[src/rtl/sd_sector_arbiter.sv]
// Round-robin arbiter sharing one SD sector reader among NREQ loaders.
// It grants one requester, launches its read, forwards the indexed bytes, then reports done or err.
module sd_sector_arbiter #(
    parameter int NREQ       = 2,
    parameter int TIMEOUT    = 2000000,
    parameter int SECT_BYTES = 512
) (
    input  logic               clock,
    input  logic               reset_n,
    input  logic [NREQ-1:0]    req,
    input  logic [NREQ*32-1:0] req_addr,
    output logic [NREQ-1:0]    grant,
    output logic               rd_stb,
    output logic [7:0]         rd_byte,
    output logic [8:0]         rd_index,
    output logic [NREQ-1:0]    done,
    output logic [NREQ-1:0]    err,
    output logic               fault,
    input  logic               sd_idle,
    output logic               sd_begin_read,
    output logic [31:0]        sd_addr,
    input  logic               sd_byte_stb,
    input  logic [7:0]         sd_byte
);
    localparam int IW = (NREQ > 1) ? $clog2(NREQ) : 1;
    localparam int CW = $clog2(TIMEOUT + 1);
    localparam logic [CW-1:0]   TO_LAST   = CW'(TIMEOUT - 1);
    localparam logic [9:0]      LAST_BYTE = 10'(SECT_BYTES - 1);
    localparam logic [NREQ-1:0] ONE       = NREQ'(1);

    localparam logic [2:0] S_INIT  = 3'd0;
    localparam logic [2:0] S_IDLE  = 3'd1;
    localparam logic [2:0] S_ISSUE = 3'd2;
    localparam logic [2:0] S_BUSY  = 3'd3;
    localparam logic [2:0] S_XFER  = 3'd4;
    localparam logic [2:0] S_FAULT = 3'd5;

    logic [2:0]    state;
    logic [IW-1:0] rr;
    logic [IW-1:0] owner;
    logic [IW-1:0] winner;
    logic [31:0]   win_addr;
    logic [CW-1:0] tcnt;
    logic [9:0]    count;
    logic          timed_out;
    logic          last_byte;
    logic          fail;

    // First set request at or after the round-robin pointer, wrapping at NREQ-1.
    function automatic logic [IW-1:0] pick(input logic [NREQ-1:0] r, input logic [IW-1:0] start);
        logic [IW-1:0] w;
        logic          found;
        int            idx;
        w     = start;
        found = 1'b0;
        for (int k = 0; k < NREQ; k++) begin
            idx = (int'(start) + k) % NREQ;
            if (!found && r[IW'(idx)]) begin
                w     = IW'(idx);
                found = 1'b1;
            end
        end
        return w;
    endfunction

    function automatic logic [IW-1:0] next_idx(input logic [IW-1:0] i);
        return (i == IW'(NREQ - 1)) ? '0 : i + IW'(1);
    endfunction

    assign winner    = pick(req, rr);
    assign timed_out = (tcnt == TO_LAST);
    assign last_byte = sd_byte_stb && (count == LAST_BYTE);

    always_comb begin
        win_addr = '0;
        for (int i = 0; i < NREQ; i++) begin
            if (winner == IW'(i)) win_addr = req_addr[32*i +: 32];
        end
    end

    // A final byte arriving together with a timeout or early idle still completes the sector.
    always_comb begin
        fail = 1'b0;
        if (state == S_BUSY) fail = timed_out;
        else if (state == S_XFER && !last_byte) fail = sd_idle || timed_out;
    end

    always_ff @(posedge clock) begin
        if (!reset_n) begin
            state         <= S_INIT;
            grant         <= '0;
            rd_stb        <= 1'b0;
            rd_byte       <= '0;
            rd_index      <= '0;
            done          <= '0;
            err           <= '0;
            fault         <= 1'b0;
            sd_begin_read <= 1'b0;
            sd_addr       <= '0;
            rr            <= '0;
            owner         <= '0;
            tcnt          <= '0;
            count         <= '0;
        end else begin
            rd_stb        <= 1'b0;
            done          <= '0;
            err           <= '0;
            sd_begin_read <= 1'b0;
            if (state == S_XFER && sd_byte_stb) begin
                rd_stb   <= 1'b1;
                rd_byte  <= sd_byte;
                rd_index <= count[8:0];
                count    <= count + 10'd1;
            end
            if (fail) begin
                err   <= grant;
                fault <= 1'b1;
                grant <= '0;
                state <= S_FAULT;
            end else begin
                case (state)
                    S_INIT: if (sd_idle) state <= S_IDLE;
                    S_IDLE: begin
                        grant <= '0;
                        if (|req && sd_idle) begin
                            grant   <= ONE << winner;
                            owner   <= winner;
                            sd_addr <= win_addr;
                            state   <= S_ISSUE;
                        end
                    end
                    S_ISSUE: begin
                        sd_begin_read <= 1'b1;
                        tcnt          <= '0;
                        count         <= '0;
                        state         <= S_BUSY;
                    end
                    S_BUSY: begin
                        tcnt <= tcnt + 1'b1;
                        if (!sd_idle) state <= S_XFER;
                    end
                    S_XFER: begin
                        tcnt <= tcnt + 1'b1;
                        if (last_byte) begin
                            done  <= grant;
                            rr    <= next_idx(owner);
                            state <= S_IDLE;
                        end
                    end
                    S_FAULT: ;
                    default: state <= S_INIT;
                endcase
            end
        end
    end
endmodule

[config.mk]
export PLATFORM = sky130hd
export DESIGN_NAME = sd_sector_arbiter
export DESIGN_NICKNAME = d
export VERILOG_FILES = /design/src/rtl/sd_sector_arbiter.sv
export SDC_FILE = /design/constraint.sdc
export NUM_CORES = 1
export LEC_CHECK = 0
export BUFFER_PORTS_ARGS = -buffer_cell sky130_fd_sc_hd__buf_2
export CAP_MARGIN = 20
export CORE_ASPECT_RATIO = 2
export CORE_MARGIN = 2
export CORE_UTILIZATION = 51
export DETAILED_ROUTE_END_ITERATION = 10
export MAX_ROUTING_LAYER = met4
export PLACE_DENSITY_LB_ADDON = 0.1
export SETUP_SLACK_MARGIN = 0.2
export SLEW_MARGIN = 10
export SYNTH_ARGS = -nofsm -noshare
export SYNTH_HDL_FRONTEND = slang
export SYNTH_SLANG_ARGS = --single-unit
[constraint.sdc]
create_clock -name clock -period 2.25 [get_ports clock]
set_input_delay 0.1125 -clock clock [delete_from_list [all_inputs] [get_ports clock]]
set_output_delay 0.1125 -clock clock [all_outputs]
set_load 0.03 [all_outputs]
==> results.yml <==
place:
  io_buffer_count: 135
  place_area_mm2: 0.00505
  dp_hpwl_um: 7320
  gp_congestion: 0.834
synth:
  yosysTopAreaCellShare: 0.441
  synthesis.area_mm2: 0.00427
  synth-seq-area-share: 0.441
  ys.flop_type: "dfxtp_1"
  synth_top_family_by_area: "simple AND/OR/NAND/NOR gates"
  yosys.area_share.adder: 0.00587
  yosys-top-cells-area: "dfxtp_1 (44%), mux2i_1 (10%), nand2_1 (6.2%)"
  avgSynthCellArea_um2: 8.65
  synth_warnings: 0
  synth_xor_area_frac: 0.0123
  syn_nets: 573
  synth-edff-count: 0
  synth-seq-cells: 94
  yosys-top-cells-count: "dfxtp_1 (94), nand2_1 (70), a21oi_1 (46)"
  synthCells: 493
  synth_compound_area_frac: 0.171
  synth_top_area_cell: "dfxtp_1"
  synthArstFlopShare: 0
  yosysMostFrequentCell: "dfxtp_1"
  ys_types: 49
  synthMuxAreaShare: 0.103
  synthSimpleGateAreaFrac: 0.224
die:
  chipWidth_um: 68.7
  rows: 47
  dieArea_mm2: 0.00916
  core_mm2: 0.00817
  initial_core_util: 0.522
  ioPinCount: 136
  dieHeight_um: 133
critical_path:
  path_delay_family: "compound AO/OA/AOI/OAI gates"
  regToRegStartpoint: "count[0]"
  cp_slowest_cell: "a2111oi_0"
  cp_cell_sequence: "ha_1, and4b_1, a41o_2, nand2_1, a2111oi_0, nor3b_1"
  r2r_slack_ps: 340
  cp-end-kind: "register"
  critPathMaxStageDelay_ps: 470
  r2r-end: "state[0]"
  critical_path_arrival_ps: 2110
  cp-start-kind: "register"
  reg2reg_depth: 6
  required_ps: 2450
  cp_max_fo: 5
  crit_buf_inv: 0
  critPathKind: "register to register"
clock_tree:
  clkLatencyLatePin_ps: 350
  cts-root-buf: "clkbuf_16"
  clockBufferDepth: 2
  cts_tree: "yes"
  h-tree-depth: 3
  cts.repair_timing.setup_buffer_count: 0
  cts_buffers: 9
  clock-sinks: 94
  clk_pin_slew_ps: 70
sta:
  tightestPinTransition_ps: 599
  tns_ps: 0
  slew_violations: 0
  fin_skew_ps: 6.87
  final_hold_viol_count: 0
  timing.fmax_ghz: 0.524
  rsz0062_at_grt: "no"
  maxSlewHeadroom: 0.601
  setup_viol: 0
  finalCritPeriodShare: 0.848
  fin_crit_ps: 1910
outcome:
  run_status: "finished clean"
cells_and_area:
  drive_gt1_frac: 0.281
  multi_input_area_mm2: 0.00224
  final_area_mm2: 0.00543
  regArea_mm2: 0.00189
  antennaDiodeCount: 0
  nFillCells: 684
  finalNetCount: 701
  syn2layout_area_growth_pct: 27.3
job:
  cap_violations: 0
global_routing:
  grt_antenna_before_repair: 0
  track_usage: 0.241
  grt_pass1_wl_um: 16600
  overflow: 0
  grt_max_degree: 68
  grt_pass1_vias: 3871
hold_path:
  hold_path.class: "input pin to register"
  holdCritStartpoint: "sd_byte[6]"
  hold_end: "rd_byte[6]"
  min_path_cells: 3
detailed_routing:
  finalWirelength_um: 10100
  ant_nets: 0
  drtIter0Drc: 174
  via_per_inst: 5.58
  num_vias: 4042
  wl_per_cell_um: 14.0
  drc_errors: 0
  dr.pass1.iters: 4
power:
  powerDensity_mw_per_mm2: 684
  leakage_nw: 2.15
  power_mw: 3.72
  ir_worst_vdd_v: 0.000482
metal layers:
layer  vias to the layer above  track usage  share of wire
li1                       2029            -              -
met1                      1861        0.240           0.37
met2                       132        0.424           0.55
met3                        20       0.0574          0.052
met4                         0        0.101          0.022
met5                         -            -              0
registers in the layout, indices dropped and copies added (netlist names):
register,flops
count,10
done,2
err,2
fault,1
grant,2
owner,1
rd_byte,8
rd_index,9
rd_stb,1
rr,1
sd_addr,32
sd_begin_read,1
state,3
tcnt,21
stage by stage:
step / setup WS, ps / cells / hold slack [ps] / utilization
floorplan: 286 / 493 / 249 / -
detailed placement: 197 / 702 / 359 / 0.618
global placement: 283 / 702 / 354 / 0.618
CTS: 243 / 723 / 3.87 / 0.661
finish: 342 / 724 / 8.73 / 0.665
global route: 213 / 724 / 2.46 / 0.665
cell type report:
| type | count | area share |
|---|---|---|
| Clock buffer | 9 | 0.0415 |
| Clock inverter | 7 | 0.0138 |
| Timing Repair Buffer | 153 | 0.158 |
| Tap cell | 98 | 0.0226 |
| Inverter | 6 | 0.00415 |
| Sequential cell | 94 | 0.347 |
| Multi-Input combinational cell | 357 | 0.412 |
power by group:
part / leakage (nW) / switching, mW / internal, mW / total [mW]
clock network: 0.138 / 0.649 / 0.862 / 1.51
registers: 0.762 / 0.0233 / 1.71 / 1.74
logic: 1.25 / 0.292 / 0.178 / 0.470
total: 2.15 / 0.964 / 2.75 / 3.72
layout by cell type, fill, tap and decap left out, drive strengths merged, types with 4 or more instances in the layout:
cell and count:
buf 148, dfxtp 94, nand2 70, a21oi 46, nor2 45, mux2i 44
a211oi 32, nand3 12, nand2b 10, o21ai 10, clkbuf 9, and3 8
and4 7, and2 6, nand4 6, inv 5, a2111o 5, dlygate4sd3 5
or3 4, xor2 4, o31ai 4, or4 4, clkinv 4
worst max path at each step:
stage / startpoint / end / slack (ps) / depth (start not counted)
global placement: count[0] / tcnt[14] / 280 / 6
detailed placement: count[0] / tcnt[14] / 200 / 6
floorplan: state[1] / tcnt[4] / 290 / 7
CTS: count[0] / tcnt[14] / 240 / 6
global route: count[1] / tcnt[3] / 210 / 7
finish: count[0] / state[0] / 340 / 6
timing repair:
item,4_1_cts,5_1_grt
cloned,0,1
hold buffers,5,0
pin swaps,0,2
setup endpoints to repair,1,18
resized for setup,1,8
hold endpoints to repair,5,0
logic make-up after synthesis:
| group | after synthesis |
|---|---|
| AND/OR/NAND/NOR | 192 |
| flip-flops | 94 |
| multiplexers | 44 |
| adder cells (fa/ha/maj) | 2 |
| buffers and inverters | 43 |
| XOR/XNOR | 6 |
| AO/OA/AOI/OAI | 112 |
worst register-to-register path: cells and delay by family (launching register included):
family          cells  cell delay, ps
compound gates      2             740
flops               1             370
simple gates        3             460
fa+ha+maj           1             200
Note: power is estimated with default switching activity, not from simulation.
